### config.mk
export PLATFORM = sky130hd
export DESIGN_NAME = ccff_chain_loader
export DESIGN_NICKNAME = d
export VERILOG_FILES = /design/src/rtl/ccff_loader_pkg.sv /design/src/rtl/ccff_rb_packer.sv /design/src/rtl/ccff_chain_loader.sv
export SDC_FILE = /design/constraint.sdc
export NUM_CORES = 1
export LEC_CHECK = 0
export ABC_AREA = 1
export CORE_ASPECT_RATIO = 1.4
export CORE_MARGIN = 2
export CORE_UTILIZATION = 45
export CTS_CLUSTER_SIZE = 24
export DETAILED_ROUTE_END_ITERATION = 7
export HOLD_SLACK_MARGIN = 0.1
export PLACE_DENSITY = 0.63
export SYNTH_ARGS = -nofsm -noshare
export SYNTH_HDL_FRONTEND = slang
export SYNTH_SLANG_ARGS = --single-unit
### constraint.sdc
create_clock -name prog_clk -period 6.4 [get_ports prog_clk]
set_clock_uncertainty 0.1 [all_clocks]
set_input_delay 1.6 -clock prog_clk [delete_from_list [all_inputs] [get_ports prog_clk]]
set_output_delay 1.6 -clock prog_clk [all_outputs]
set_load 0.01 [all_outputs]
### src/rtl/ccff_loader_pkg.sv
// Shared types for the configuration-chain loader: FSM states and counter sizing.
package ccff_loader_pkg;

  typedef enum logic [1:0] {IDLE, LOAD, FLUSH, DONE} state_e;

  // Width of a counter that must be able to hold the value chain_len itself.
  function automatic int bit_cnt_w(input int chain_len);
    return $clog2(chain_len + 1);
  endfunction

endpackage

### src/rtl/ccff_rb_packer.sv
// Serial-to-word packer for ccff_tail readback: first captured bit lands in the MSB,
// a flush left-aligns and zero-pads a partial word. Held until accepted.
module ccff_rb_packer #(
  parameter int WORD_W = 32
) (
  input  logic              i_clk,
  input  logic              i_rst_n,
  input  logic              i_bit,
  input  logic              i_shift,
  input  logic              i_flush,
  input  logic              i_ready,
  output logic [WORD_W-1:0] o_data,
  output logic              o_valid,
  output logic              o_pending
);
  localparam int FW = $clog2(WORD_W + 1);

  logic [WORD_W-1:0] r_sr;
  logic [WORD_W-1:0] r_data;
  logic [FW-1:0]     r_fill;
  logic              r_valid;
  logic [WORD_W-1:0] w_sr_nxt;

  assign w_sr_nxt  = (r_sr << 1) | WORD_W'(i_bit);
  assign o_data    = r_data;
  assign o_valid   = r_valid;
  assign o_pending = (r_fill != '0);

  always_ff @(posedge i_clk) begin
    if (!i_rst_n) begin
      r_sr    <= '0;
      r_data  <= '0;
      r_fill  <= '0;
      r_valid <= 1'b0;
    end else begin
      // Acceptance first so a word completing on the same edge re-asserts valid.
      if (r_valid && i_ready) r_valid <= 1'b0;
      if (i_shift) begin
        r_sr <= w_sr_nxt;
        if (r_fill == FW'(WORD_W - 1)) begin
          r_data  <= w_sr_nxt;
          r_valid <= 1'b1;
          r_fill  <= '0;
        end else begin
          r_fill <= r_fill + FW'(1);
        end
      end else if (i_flush) begin
        r_data  <= r_sr << (FW'(WORD_W) - r_fill);
        r_valid <= 1'b1;
        r_fill  <= '0;
      end
    end
  end

endmodule

### src/rtl/ccff_chain_loader.sv
// Drives a ccff configuration chain MSB-first from cfg words, gates prog_clk via
// prog_clk_en, and returns the displaced chain contents as readback words.
module ccff_chain_loader #(
  parameter int CHAIN_LEN = 5,
  parameter int WORD_W    = 32
) (
  input  logic              prog_clk,
  input  logic              prog_rst_n,
  input  logic              start,
  input  logic [WORD_W-1:0] cfg_data,
  input  logic              cfg_valid,
  output logic              cfg_ready,
  output logic              ccff_head,
  input  logic              ccff_tail,
  output logic              prog_clk_en,
  output logic [WORD_W-1:0] rb_data,
  output logic              rb_valid,
  input  logic              rb_ready,
  output logic              busy,
  output logic              done
);
  import ccff_loader_pkg::*;

  localparam int CW = bit_cnt_w(CHAIN_LEN);
  localparam int BW = $clog2(WORD_W + 1);

  state_e            r_state, w_next;
  logic [CW-1:0]     r_bit_cnt;
  logic [WORD_W-1:0] r_buf;
  logic [BW-1:0]     r_bits;

  logic              w_shift, w_last_shift, w_need, w_take, w_flush;
  logic              w_rb_valid, w_rb_pending;
  logic [CW-1:0]     w_cnt_nxt;
  logic [BW-1:0]     w_load_bits;
  int                w_remain;

  assign w_shift      = (r_state == LOAD) && (r_bits != '0) && !(w_rb_valid && !rb_ready)
                        && (r_bit_cnt < CW'(CHAIN_LEN));
  assign w_last_shift = w_shift && (r_bit_cnt == CW'(CHAIN_LEN - 1));
  // More bits still have to be fetched beyond what is counted or buffered.
  assign w_need       = (int'(r_bit_cnt) + int'(r_bits)) < CHAIN_LEN;
  assign w_take       = cfg_valid && cfg_ready;
  assign w_flush      = (r_state == FLUSH) && w_rb_pending && !w_rb_valid;
  assign w_cnt_nxt    = r_bit_cnt + CW'(w_shift);
  assign ccff_head    = r_buf[WORD_W-1];
  assign prog_clk_en  = w_shift;
  assign rb_valid     = w_rb_valid;

  // A word loaded near the end only contributes the bits the chain still needs.
  always_comb begin
    w_remain    = CHAIN_LEN - int'(w_cnt_nxt);
    w_load_bits = (w_remain > WORD_W) ? BW'(WORD_W) : BW'(w_remain);
  end

  always_ff @(posedge prog_clk) begin
    if (!prog_rst_n) begin
      r_bit_cnt <= '0;
      r_buf     <= '0;
      r_bits    <= '0;
    end else if (r_state == IDLE) begin
      r_bit_cnt <= '0;
      r_bits    <= '0;
    end else begin
      if (w_shift) r_bit_cnt <= r_bit_cnt + CW'(1);
      if (w_take) begin
        r_buf  <= cfg_data;
        r_bits <= w_load_bits;
      end else if (w_shift) begin
        r_buf  <= r_buf << 1;
        r_bits <= r_bits - BW'(1);
      end
    end
  end

  always_ff @(posedge prog_clk) begin
    if (!prog_rst_n) r_state <= IDLE;
    else             r_state <= w_next;
  end

  always_comb begin
    w_next = r_state;
    case (r_state)
      IDLE:    if (start) w_next = LOAD;
      LOAD:    if (w_last_shift) w_next = FLUSH;
      FLUSH:   if (w_rb_valid ? rb_ready : !w_rb_pending) w_next = DONE;
      DONE:    w_next = IDLE;
      default: w_next = IDLE;
    endcase
  end

  always_comb begin
    busy      = (r_state == LOAD);
    done      = (r_state == DONE);
    cfg_ready = (r_state == LOAD) && w_need
                && ((r_bits == '0) || ((r_bits == BW'(1)) && w_shift));
  end

  ccff_rb_packer #(.WORD_W(WORD_W)) u_rb (
    .i_clk     (prog_clk),
    .i_rst_n   (prog_rst_n),
    .i_bit     (ccff_tail),
    .i_shift   (w_shift),
    .i_flush   (w_flush),
    .i_ready   (rb_ready),
    .o_data    (rb_data),
    .o_valid   (w_rb_valid),
    .o_pending (w_rb_pending)
  );

endmodule

==> results_dict.tcl <==
set metrics [dict create \
    post-route-util_pct 54.45 \
    global_route_wire_length_before_repair_um 34620 \
    area_of_the_mapped_netlist_um2 7208 \
    synth_top_area_share_pct 31.66 \
    antenna_found_initial 0 \
    grt_start_max_net_pins 91 \
    drt_drc_violations_left 0 \
    synth_seq_area_share_pct 31.66 \
    max-vdd-ir-drop_uv 207.1 \
    hold_violations 0 \
    endpoint_kind "primary output" \
    cts.clk_slew.worst_paths_ps 60 \
    seq_power_share_pct 27.4 \
    finalSetupViolations 0 \
    source_of_the_worst_register_to_register_timing_path "u_rb.r_fill[0]$_SDFFE_PN0P_" \
    cell_internal_pwr_w 0.001987 \
    slew_headroom_pct 30.87 \
    total_gr_overflow 0 \
    layout_setup_ws_ps 1579 \
    power.combinational.fraction_pct 44.8 \
    cts_inserted_buffers 17 \
    r2r_setup_slack_ps 2630 \
    syn-instance-count 1206 \
    preCtsSetupSlack_ps 1577 \
    synth.cells.most_frequent "422 x nand2_1, 183 x nor2_1, 138 x nand3_1" \
    row_count 54 \
    cts_repair_resize_count 0 \
    viasPerCell 5.108 \
    synth_seq_cells 114 \
    avgRoutedWirePerCell_um 14.47 \
    post_cts.repair.setup_buffers 0 \
    start_kind "input port" \
    layout_min_cycle_time_ps 4821 \
    grt_pass1_vias 6965 \
    synth_async_sr_flop_share_pct 0 \
    crit_end "prog_clk_en" \
    fin_setup_tns_ps 0 \
    ys.flop_type "dfxtp_1" \
    power_switching_share_pct 42.43 \
    cts_max_path_buffers 2 \
    drt-total-wl_um 20990 \
    core_um2 15610 \
    die_outline_area_um2 17060 \
    leakage_nw 4.065 \
    timing.critical_path.fanout_max 3 \
    timing.critical_path.from "rb_ready" \
    final_layout_size_suffix_gt1_share_pct 5.259 \
    crit_required_ps 4700 \
    synth_warn 0 \
    cts.sink_count 114 \
    vias 7411 \
    htree_num_levels 4 \
    synth_area_per_cell_um2 5.977 \
    cts_hold_buf 0 \
    initial_core_util_pct 46.18 \
    timing.max_cap.violations 0 \
    synthDistinctLibCells 35 \
    holdCritPathClass "reg -> reg" \
    postLayoutCellArea_um2 8498 \
    finalCritPeriodShare_pct 75.33 \
    clock_tree.root_cell "clkbuf_16" \
    postPlaceCellArea_um2 7903 \
    port_buffers 75 \
    max_slew.worst_pin.slew_ps 1036 \
    type_of_the_worst_setup_path "in -> out" \
    total_track_usage_pct 24.95 \
    flow.area_growth_from_synthesis_pct 17.90 \
    share_clk_of_total_power_pct 27.8 \
    clk-insertion-delay-late_ps 420 \
    io_pins 76 \
    chipHeight_um 153.8 \
    first_iter_violations 658 \
    detail-route-antenna-nets 0 \
    synthesis.nets 1261 \
    timing.rr.end "u_rb.o_data[28]$_SDFFE_PN0P_" \
    p_per_area_nw_per_um2 406.2 \
    power.switching_w 0.001465 \
    nNetsFinal 1297 \
    fmax_mhz 207.4 \
    synth-edff-count 0 \
    die_width_um 111.0 \
    synthMostInstantiatedCell "nand2_1" \
    unrepaired_setup_endpoints_after_global_routing "false" \
    timing.final.max_slew_violations 0 \
    place_congestion 0.9056 \
    dp_hpwl_um 14560 \
    cts_tree "done" \
    timing.reg2reg.worst_path_depth 12 \
    num_antenna_cells 0 \
    run_status "finished clean" \
    post_synth_main_area_contributors "dfxtp_1 32%, nand2_1 22%, nand3_1 9.6%" \
    drtPass1Iterations 5 \
    power.total_w 0.003452 \
    worstPathArrival_ps 3120 \
    post_synth_top_area_cell "dfxtp_1" \
]
## logic make-up after synthesis
| family | after synthesis | synth area share (%) |
|---|---|---|
| AND/OR/NAND/NOR | 776 | 44.47 |
| buffers and inverters | 174 | 10.52 |
| AO/OA/AOI/OAI | 117 | 8.957 |
| flip-flops | 114 | 31.66 |
| adder cells (fa/ha/maj) | 17 | 3.055 |
| XOR/XNOR | 8 | 1.337 |
## worst min path at each step
| stage | from | to | slack (ps) | depth (start not counted) |
|---|---|---|---|---|
| 6_report | r_buf[0]$_SDFFE_PN0P_ | r_buf[0]$_SDFFE_PN0P_ | 370 | 2 |
| 5_1_grt | r_buf[0]$_SDFFE_PN0P_ | r_buf[0]$_SDFFE_PN0P_ | 390 | 2 |
| 4_1_cts | u_rb.r_sr[31]$_SDFFE_PN0P_ | u_rb.r_sr[31]$_SDFFE_PN0P_ | 370 | 2 |
| 3_5_place_dp | u_rb.r_sr[31]$_SDFFE_PN0P_ | u_rb.r_sr[31]$_SDFFE_PN0P_ | 360 | 2 |
| 3_3_place_gp | r_buf[0]$_SDFFE_PN0P_ | r_buf[0]$_SDFFE_PN0P_ | 350 | 2 |
| 2_1_floorplan | r_buf[0]$_SDFFE_PN0P_ | r_buf[0]$_SDFFE_PN0P_ | 340 | 2 |
## layer usage
| metal | vias up | routed length (um) | track usage (%) |
|---|---|---|---|
| met5 | - | 0 | 0 |
| met4 | 0 | 798 | 11.07 |
| met3 | 45 | 720 | 3.666 |
| met2 | 171 | 10710 | 45.69 |
| met1 | 3341 | 8770 | 28.60 |
| li1 | 3854 | - | - |
## critical path, cell delays in order
cell             delay (ps)
clkdlybuf4s50_1         470
nor2_2                   60
nor2_1                  120
and2_4                  190
nand2_4                  70
inv_1                    80
clkdlybuf4s50_1         530
## cell usage in the layout (no fill, tap or decap), types with 2 or more instances in the layout
cell type and instances:
a21oi_1 37, and3_1 2, buf_4 7, bufinv_16 2, clkbuf_16 17, clkdlybuf4s50_1 74, clkinv_2 2, clkinv_4 5
clkinvlp_4 3, dfxtp_1 114, ha_1 16, inv_1 102, inv_2 7, nand2_1 422, nand2_4 4, nand3_1 138
nand3_2 4, nand4_1 2, nor2_1 183, nor2_2 5, nor3_1 11, o21a_1 22, o21ai_0 53, o21ai_1 2
xnor2_1 3, xor2_1 3
## layout make-up
cell class	instances	area, um2
Clock buffer	18	439.2
Tap cell	196	245.2
Clock inverter	14	156.4
Sequential cell	114	2282
Multi-Input combinational cell	918	4168
Inverter	109	409.1
Fill cell	1650	7109
Timing Repair Buffer	82	798.3
## state kept, by name (all words and copies together), names as in the netlist
signal	flops
r_state	2
u_rb.r_fill	6
u_rb.o_data	32
u_rb.r_sr	32
r_bits	6
r_bit_cnt	3
u_rb.o_valid	1
r_buf	32
## stage by stage
stage,cells,hold WS [ps]
floorplan,1206,339.1
global placement,1419,349.4
detailed placement,1419,361.9
CTS,1451,370.3
global route,1451,388.2
finish,1451,369.8
## power groups by stage
stage | clock, W | sequential [W] | combinational [W]
after floorplan | 0 | 0.000977 | 0.00108
after global placement | 0 | 0.000962 | 0.00154
after detailed placement | 0 | 0.000960 | 0.00155
after CTS | 0.000973 | 0.000947 | 0.00156
after global routing | 0.00100 | 0.000964 | 0.00175
final | 0.000958 | 0.000946 | 0.00155
Note: power is estimated with default switching activity, not from simulation.
